<file path="config.mk">
export PLATFORM = sky130hd
export DESIGN_NAME = id_ex_reg
export DESIGN_NICKNAME = d
export VERILOG_FILES = /design/src/rtl/id_ex_reg_pkg.sv /design/src/rtl/id_ex_reg_load_use_detect.sv /design/src/rtl/id_ex_reg.sv
export SDC_FILE = /design/constraint.sdc
export NUM_CORES = 1
export LEC_CHECK = 0
export BUFFER_PORTS_ARGS = -buffer_cell sky130_fd_sc_hd__buf_2
export CORE_ASPECT_RATIO = 2
export CORE_MARGIN = 10
export CORE_UTILIZATION = 45
export DETAILED_ROUTE_END_ITERATION = 16
export PLACE_DENSITY = 0.9
export SYNTH_ARGS = -nofsm -noshare
export SYNTH_HDL_FRONTEND = slang
export SYNTH_HIERARCHICAL = 1
export SYNTH_SLANG_ARGS = --single-unit
</file>
<file path="constraint.sdc">
create_clock -name clk -period 5.7 [get_ports clk]
set_clock_uncertainty 0.05 [all_clocks]
set_input_delay 0.285 -clock clk [delete_from_list [all_inputs] [get_ports clk]]
set_output_delay 0.285 -clock clk [all_outputs]
set_load 0.05 [all_outputs]
</file>
<file path="src/rtl/id_ex_reg_pkg.sv">
// Shared core package: datapath width, ALU operation encoding and the
// decode/execute control bundle carried through the ID/EX register.
package id_ex_reg_pkg;

    localparam int XLEN = 32;

    typedef enum logic [3:0] {
        ALU_ADD    = 4'h0,
        ALU_SUB    = 4'h1,
        ALU_SLL    = 4'h2,
        ALU_SLT    = 4'h3,
        ALU_SLTU   = 4'h4,
        ALU_XOR    = 4'h5,
        ALU_SRL    = 4'h6,
        ALU_SRA    = 4'h7,
        ALU_OR     = 4'h8,
        ALU_AND    = 4'h9,
        ALU_LUI    = 4'hA,
        ALU_PASS_B = 4'hB
    } alu_op_t;

    typedef struct packed {
        alu_op_t alu_op;
        logic    reg_wr_en;
        logic    dmem_rd;
        logic    dmem_wr;
    } ctrl_t;

    localparam ctrl_t CTRL_NOP = '{alu_op: ALU_ADD, reg_wr_en: 1'b0, dmem_rd: 1'b0, dmem_wr: 1'b0};

    // An empty decode slot must never carry live side effects into E.
    function automatic ctrl_t gate_ctrl(input ctrl_t c, input logic valid);
        return valid ? c : CTRL_NOP;
    endfunction

endpackage

</file>
<file path="src/rtl/id_ex_reg_load_use_detect.sv">
// Load-use hazard detector: a load in E whose destination is read by the
// instruction in D must hold IF/ID for one cycle.
module load_use_detect (
    input  logic       valid_e,
    input  logic       dmem_rd_e,
    input  logic [4:0] rd_addr_e,
    input  logic       valid_d,
    input  logic [4:0] rs1_addr_d,
    input  logic [4:0] rs2_addr_d,
    input  logic       flush,
    output logic       load_use_stall
);

    logic src_match;

    assign src_match = (rd_addr_e == rs1_addr_d) | (rd_addr_e == rs2_addr_d);

    // x0 is hardwired zero, so a load targeting it creates no dependency.
    assign load_use_stall = valid_e & dmem_rd_e & (rd_addr_e != 5'd0)
                          & valid_d & src_match & ~flush;

endmodule

</file>
<file path="src/rtl/id_ex_reg.sv">
// ID/EX pipeline register with flush, stall and load-use bubble insertion,
// plus a saturating count of inserted bubbles.
module id_ex_reg
    import id_ex_reg_pkg::*;
#(
    parameter int XLEN  = id_ex_reg_pkg::XLEN,
    parameter int CNT_W = 16
) (
    input  logic             clk,
    input  logic             rst,
    input  logic             stall,
    input  logic             flush,
    input  logic             valid_d,
    input  logic [XLEN-1:0]  pc_d,
    input  logic [4:0]       rs1_addr_d,
    input  logic [4:0]       rs2_addr_d,
    input  logic [4:0]       rd_addr_d,
    input  logic [XLEN-1:0]  rs1_data_d,
    input  logic [XLEN-1:0]  rs2_data_d,
    input  logic [XLEN-1:0]  imm_d,
    input  logic [3:0]       alu_op_d,
    input  logic             reg_wr_en_d,
    input  logic             dmem_rd_d,
    input  logic             dmem_wr_d,
    output logic             valid_e,
    output logic [XLEN-1:0]  pc_e,
    output logic [4:0]       rs1_addr_e,
    output logic [4:0]       rs2_addr_e,
    output logic [4:0]       rd_addr_e,
    output logic [XLEN-1:0]  rs1_data_e,
    output logic [XLEN-1:0]  rs2_data_e,
    output logic [XLEN-1:0]  imm_e,
    output logic [3:0]       alu_op_e,
    output logic             reg_wr_en_e,
    output logic             dmem_rd_e,
    output logic             dmem_wr_e,
    output logic             load_use_stall,
    output logic [CNT_W-1:0] bubble_cnt
);

    ctrl_t ctrl_d;
    ctrl_t ctrl_e;
    logic  bubble;

    assign ctrl_d = '{alu_op:    alu_op_t'(alu_op_d),
                      reg_wr_en: reg_wr_en_d,
                      dmem_rd:   dmem_rd_d,
                      dmem_wr:   dmem_wr_d};

    load_use_detect u_load_use_detect (
        .valid_e        (valid_e),
        .dmem_rd_e      (ctrl_e.dmem_rd),
        .rd_addr_e      (rd_addr_e),
        .valid_d        (valid_d),
        .rs1_addr_d     (rs1_addr_d),
        .rs2_addr_d     (rs2_addr_d),
        .flush          (flush),
        .load_use_stall (load_use_stall)
    );

    // Flush beats stall; a load-use bubble only goes in when E is free to move.
    assign bubble = flush | (load_use_stall & ~stall);

    // NOTE: every stage register is reset here; this is a handful of flops,
    // not a memory array, and the hazard logic depends on valid_e being 0.
    always_ff @(posedge clk or posedge rst) begin
        if (rst) begin
            valid_e    <= 1'b0;
            pc_e       <= '0;
            rs1_addr_e <= '0;
            rs2_addr_e <= '0;
            rd_addr_e  <= '0;
            rs1_data_e <= '0;
            rs2_data_e <= '0;
            imm_e      <= '0;
            ctrl_e     <= CTRL_NOP;
            bubble_cnt <= '0;
        end else begin
            // NOTE: non-blocking assignments keep every flop sampling pre-edge values.
            if (bubble) begin
                valid_e    <= 1'b0;
                pc_e       <= '0;
                rs1_addr_e <= '0;
                rs2_addr_e <= '0;
                rd_addr_e  <= '0;
                rs1_data_e <= '0;
                rs2_data_e <= '0;
                imm_e      <= '0;
                ctrl_e     <= CTRL_NOP;
            end else if (!stall) begin
                valid_e    <= valid_d;
                pc_e       <= pc_d;
                rs1_addr_e <= rs1_addr_d;
                rs2_addr_e <= rs2_addr_d;
                rd_addr_e  <= rd_addr_d;
                rs1_data_e <= rs1_data_d;
                rs2_data_e <= rs2_data_d;
                imm_e      <= imm_d;
                ctrl_e     <= gate_ctrl(ctrl_d, valid_d);
            end

            if (bubble && (bubble_cnt != {CNT_W{1'b1}})) begin
                bubble_cnt <= bubble_cnt + 1'b1;
            end
        end
    end

    assign alu_op_e    = ctrl_e.alu_op;
    assign reg_wr_en_e = ctrl_e.reg_wr_en;
    assign dmem_rd_e   = ctrl_e.dmem_rd;
    assign dmem_wr_e   = ctrl_e.dmem_wr;

endmodule

</file>
# After elaboration in Yosys (flattened, before gate mapping)
# Index checks and enable logic that the tools add are counted.
classes:
  shifts: 0
  div: 0
  order_cmp: 0
  n_eq_ne: 4
  n_bitwise: 10
  n_mul: 0
  reduce_logical: 2
  add_sub_neg: 1
  n_mux: 19
op_table:
  columns: ["cell", "n"]
  rows:
  - ["32-bit two-way mux", 8]
  - ["5-bit two-way mux", 6]
  - ["7-bit two-way mux", 3]
  - ["16-bit by 1-bit adder with 16-bit output (second input constant)", 1]
  - ["16-bit != test (second input constant)", 1]
  - ["5-bit == test", 2]
  - ["1-bit AND", 6]
  - ["5-bit nonzero test", 1]
  - ["1-bit two-way mux", 2]
  - ["2-bit by 1-bit != test with 1-bit output (second input constant)", 1]
  - ["1-bit inverter", 2]
  - ["1-bit bitwise OR", 2]
  - ["1-bit logical AND", 1]
word_totals:
  regBits: 167
  mem_count: 0
  input_bits: 155
  rom_bits: 0
  latch_bits: 0
  ramBits: 0

# Depth between registers and ports, before layout
logic_depth:
  word_depth: 8
  depth_mapped: 8
  depth_no_buf: 8

# Cells and area by module
# The synthesis kept the hierarchy.
modules_own_cells:
  columns: ["mod", "area_each_um2", "cells_each", "n_inst", "seq_area_each_um2"]
  rows:
  - ["id_ex_reg", 6108.4, 412, 1, 4179.0]
  - ["load_use_detect", 140.1, 18, 1, 0.0]

# Least setup slack after synthesis
# No wires, ideal clock.
synth_path:
  path_type: "register to register"
  from: "register rd_addr_e[2]"
  to: "register bubble_cnt[15]"
  period_less_slack_ns: 3.142
  path_stages_with_launch: 9
  slack_ns: 2.558
  arrival_time_ns: 2.947
  setup_ns: 0.145
  n_path_buf: 0
  path_cell_list: "dfrtp_1 -> xor2_1 -> nor3_1 -> nand3_1 -> a221oi_2 -> nor2b_1 -> o211ai_1 -> nor4b_1 -> xor2_1"
synth_via:
  elab_chain_len: 8
  elab_cells_between_ends: 11
synth_lines:
  columns: ["item", "line_no", "text"]
  rows:
  - ["start, declared", "id_ex_reg.sv:29", "output logic [4:0] rd_addr_e,"]
  - ["start signal, assigned", "id_ex_reg.sv:95", "rd_addr_e <= rd_addr_d;"]
  - ["5-bit nonzero test", "id_ex_reg_load_use_detect.sv:19", "assign load_use_stall = valid_e & dmem_rd_e & (rd_addr_e != 5'd0)"]
  - ["1-bit AND", "id_ex_reg_load_use_detect.sv:19", null]
  - ["1-bit AND", "id_ex_reg_load_use_detect.sv:20", "& valid_d & src_match & ~flush;"]
  - ["1-bit AND * (2 in series)", "id_ex_reg_load_use_detect.sv:20", null]
  - ["net load_use_stall", "id_ex_reg.sv:37", "output logic load_use_stall,"]
  - ["1-bit AND *", "id_ex_reg.sv:62", "assign bubble = flush | (load_use_stall & ~stall);"]
  - ["1-bit bitwise OR *", "id_ex_reg.sv:62", null]
  - ["1-bit logical AND *", "id_ex_reg.sv:102", "if (bubble && (bubble_cnt != {CNT_W{1'b1}})) begin"]
  - ["end signal, assigned", "id_ex_reg.sv:103", "bubble_cnt <= bubble_cnt + 1'b1;"]
  - ["end, declared", "id_ex_reg.sv:38", "output logic [CNT_W-1:0] bubble_cnt"]
# The timed path passes the listed nets; every way through them passes the cells marked *.
# A chain may end at the register's enable or synchronous reset.

# Final worst setup path
layout_path:
  from: "register rd_addr_e[1]"
  to: "register bubble_cnt[15]"
layout_via:
  elab_chain_len: 8
  elab_cells_between_ends: 11
layout_lines:
  columns: ["item", "line_no"]
  rows:
  - ["5-bit nonzero test", "id_ex_reg_load_use_detect.sv:19"]
  - ["1-bit AND", "id_ex_reg_load_use_detect.sv:19"]
  - ["1-bit AND", "id_ex_reg_load_use_detect.sv:20"]
  - ["1-bit AND * (2 in series)", "id_ex_reg_load_use_detect.sv:20"]
  - ["1-bit AND *", "id_ex_reg.sv:62"]
  - ["1-bit bitwise OR *", "id_ex_reg.sv:62"]
  - ["1-bit logical AND *", "id_ex_reg.sv:102"]
# Mark *: on every way between the ends. The rest lies on a longest branch, timed or not.

==> results.py <==
metrics = {
    "grt": {
        "grt_overflow": 0,
        "grt_start_max_net_pins": 112,
        "grt_pass1_vias": 5534,
        "antenna_found_initial": 3,
        "grt_pass1_wl_um": 30700,
        "grt_use_total_pct": 20.5,
    },
    "synthesis": {
        "synthFlopType": "dfrtp_1",
        "synth-edff-count": 0,
        "synth_top_family_by_area": "compound AO/OA/AOI/OAI gates",
        "synthSimpleGateAreaFrac_pct": 4.33,
        "async_flop_share_pct": 100,
        "synth_fp_nets": 586,
        "synth_xor_xnor_area_share_pct": 2.94,
        "avgSynthCellArea_um2": 14.5,
        "synthCells": 430,
        "synth.distinct_cells": 36,
        "synth_mux_area_share_pct": 0.581,
        "synthAdderAreaFrac_pct": 0.200,
        "synth_seq_cells": 167,
        "syn_area_mm2": 0.00625,
        "synth_compound_area_share_pct": 22.7,
        "ys_warn_count": 6,
        "ys_seq_area_share_pct": 66.9,
    },
    "setup_path": {
        "cpPeakStageDelay_ps": 540,
        "worstSetupStartpointType": "flop",
        "critPathSlowestCell": "a221oi_2",
        "required_ps": 5980,
        "crit_path_end_kind": "flop",
        "cp_cell_sequence": "xor2_1 -> nor3_1 -> nand3_1 -> a221oi_2 -> nor2b_1 -> o211ai_1 -> nor4b_1 -> xor2_1",
        "worstSetupPathType": "reg -> reg",
        "critPathMaxFanout": 5,
        "cp.arrival_ps": 3030,
        "cp_num_buf_inv": 0,
        "cp_top_family": "simple AND/OR/NAND/NOR gates",
        "cpMostUsedCell": "xor2_1",
    },
    "placement": {
        "port_buffers": 322,
        "hpwl_um": 15300,
        "place_ws_ps": 3000,
        "gp_congestion": 0.864,
    },
    "cts": {
        "numClockSinks": 167,
        "cts_tree": "yes",
        "post_cts_buffers": 0,
        "clockBufferDepth": 2,
        "cts_root_buf": "clkbuf_16",
        "post_cts_resize_count": 0,
        "postCtsHoldBufs": 0,
        "numCtsBuffers": 17,
        "clk_pin_slew_worst_paths_ps": 70,
        "htreeDepth": 4,
        "worstSkewPairLatency_ps": 410,
    },
    "timing": {
        "relSlewSlack_pct": 35.3,
        "tightestPinTransition_ps": 971,
        "finalHoldViolCount": 0,
        "layout_min_cycle_time_ps": 2750,
        "setup_viol_count_final": 0,
        "setup_tns_ps": 0,
        "drv_slew": 0,
        "period_share_pct": 48.2,
        "fmax_ghz": 0.364,
        "rsz0062_at_grt": "no",
        "worst_slack_ps": 2950,
    },
    "power": {
        "p_leak_nw": 4.78,
        "ir_drop_v": 0.000234,
        "powerDensity_mw_per_mm2": 360,
    },
    "drt": {
        "post_drt_wl_per_cell_um": 22.0,
        "drtIter0Drc": 182,
        "wl_met3_um": 1660,
        "top_layer": "met4",
        "postRouteAntennaNets": 0,
        "viasPerCell": 5.59,
        "num_vias": 5089,
        "wl_met1_um": 7260,
        "drc": 0,
        "drt-pass1-iter-count": 4,
        "wl_met2_um": 10700,
        "routed_wl_um": 20000,
    },
    "final_layout": {
        "drive_gt1_share_pct": 48.9,
        "area_delta_synth_final_pct": 36.5,
        "nets": 898,
    },
    "status": {
        "status": "completed",
    },
    "die": {
        "fp.dieW_um": 103,
        "coreArea_mm2": 0.0135,
        "start_util_pct": 46.2,
        "io_pins": 323,
        "dieArea_mm2": 0.0193,
        "rows": 60,
        "die_h_um": 187,
    },
    "run": {
        "drv_cap": 0,
    },
    "min_path": {
        "min_path_type": "in -> async",
    },
}
## sequential cells by signal, summed over array words and instances, names as in the netlist
signal       flops
rs2_addr_e       5
rs1_data_e      32
dmem_rd_e        1
reg_wr_en_e      1
alu_op_e         4
pc_e            32
dmem_wr_e        1
rd_addr_e        5
rs2_data_e      32
valid_e          1
bubble_cnt      16
rs1_addr_e       5
imm_e           32
## layout by cell type, fill, tap and decap left out, types with 2 or more instances in the layout
| cell type | synthesis | final |
|---|---|---|
| nor3_1 | 7 | 7 |
| xor2_1 | 17 | 17 |
| xnor2_1 | 4 | 4 |
| a22o_1 | 150 | 150 |
| nor2_1 | 7 | 7 |
| clkinvlp_4 | 0 | 4 |
| buf_4 | 0 | 5 |
| diode_2 | 0 | 2 |
| o21ai_0 | 4 | 4 |
| dfrtp_1 | 167 | 167 |
| nand2_1 | 3 | 3 |
| nor3b_1 | 2 | 2 |
| clkbuf_1 | 23 | 2 |
| nor4b_1 | 2 | 2 |
| nand4_1 | 2 | 2 |
| clkbuf_16 | 0 | 17 |
| buf_2 | 11 | 322 |
| inv_6 | 0 | 4 |
| clkinv_4 | 0 | 4 |
| and4_1 | 2 | 2 |
| a2111oi_2 | 2 | 2 |
| nand3_1 | 6 | 6 |
## worst paths after layout
| path | startpoint | end | slack (ps) | cells after the start |
|---|---|---|---|---|
| max | rd_addr_e[1] | bubble_cnt[15] | 2950 | 8 |
| min | rst | rs1_data_e[24] | 30 | 2 |
| max reg2reg | rd_addr_e[1] | bubble_cnt[15] | 2950 | 8 |
| min reg2reg | rs1_data_e[14] | rs1_data_e[14] | 450 | 1 |
| max in group asynchronous | rst | imm_e[15] | 4290 | 3 |
| min in group clk | rs1_data_d[14] | rs1_data_e[14] | 30 | 2 |
## layout make-up
type / instances / area, um^2
Fill cell: 1022 / 4980
Sequential cell: 167 / 4180
Multi-Input combinational cell: 228 / 1940
Timing Repair Buffer: 327 / 1650
Clock buffer: 19 / 433
Tap cell: 155 / 194
Clock inverter: 12 / 121
Inverter: 1 / 8.76
Antenna cell: 2 / 5.00
## cell families after synthesis
group,after synthesis
muxes,3
xor gates and xnor gates,21
DFF,167
and+or+nand+nor,41
AOI/OAI and AO/OA,162
adders and majority gates,1
buffers and inverters,35
## through the flow
| step | instances | hold WS (ps) | power [mW] | utilization [%] | cell area [um^2] |
|---|---|---|---|---|---|
| global placement | 878 | 428 | 2.00 | 59.0 | 7970 |
| floorplan | 430 | 368 | 1.80 | - | 6250 |
| finish | 911 | 26.6 | 3.07 | 63.1 | 8530 |
| global route | 911 | 16.8 | 3.20 | 63.1 | 8530 |
| detailed placement | 878 | 435 | 2.02 | 59.0 | 7970 |
| CTS | 909 | 14.6 | 3.10 | 63.1 | 8520 |
## where the power goes
group	leakage, nW	switching, mW	internal (mW)
Sequential	2.22	0.0793	1.27
Combinational	2.31	0.472	0.174
Clock	0.257	0.468	0.605
Total	4.78	1.02	2.05
## cell usage after synthesis, types with 2 or more instances
cell | count | area [um^2]
a2111oi_2 | 2 | 30.0
nand3_1 | 6 | 30.0
xnor2_1 | 4 | 35.0
and4_1 | 2 | 17.5
nand2_1 | 3 | 11.3
nor2b_1 | 2 | 12.5
nor4b_1 | 2 | 17.5
a22o_1 | 150 | 1310
o21ai_0 | 4 | 20.0
nor2_1 | 7 | 26.3
dfrtp_1 | 167 | 4180
nor3b_1 | 2 | 15.0
nand4_1 | 2 | 12.5
clkbuf_1 | 23 | 86.3
nor3_1 | 7 | 35.0
buf_2 | 11 | 55.1
xor2_1 | 17 | 149
## per-layer routing
| metal | GRT usage, % | vias to the layer above |
|---|---|---|
| li1 | - | 2279 |
| met1 | 21.9 | 2518 |
| met2 | 36.0 | 262 |
| met3 | 6.36 | 30 |
| met4 | 7.64 | 0 |
| met5 | 0 | - |
No activity file was read; power rests on OpenSTA's default activity.
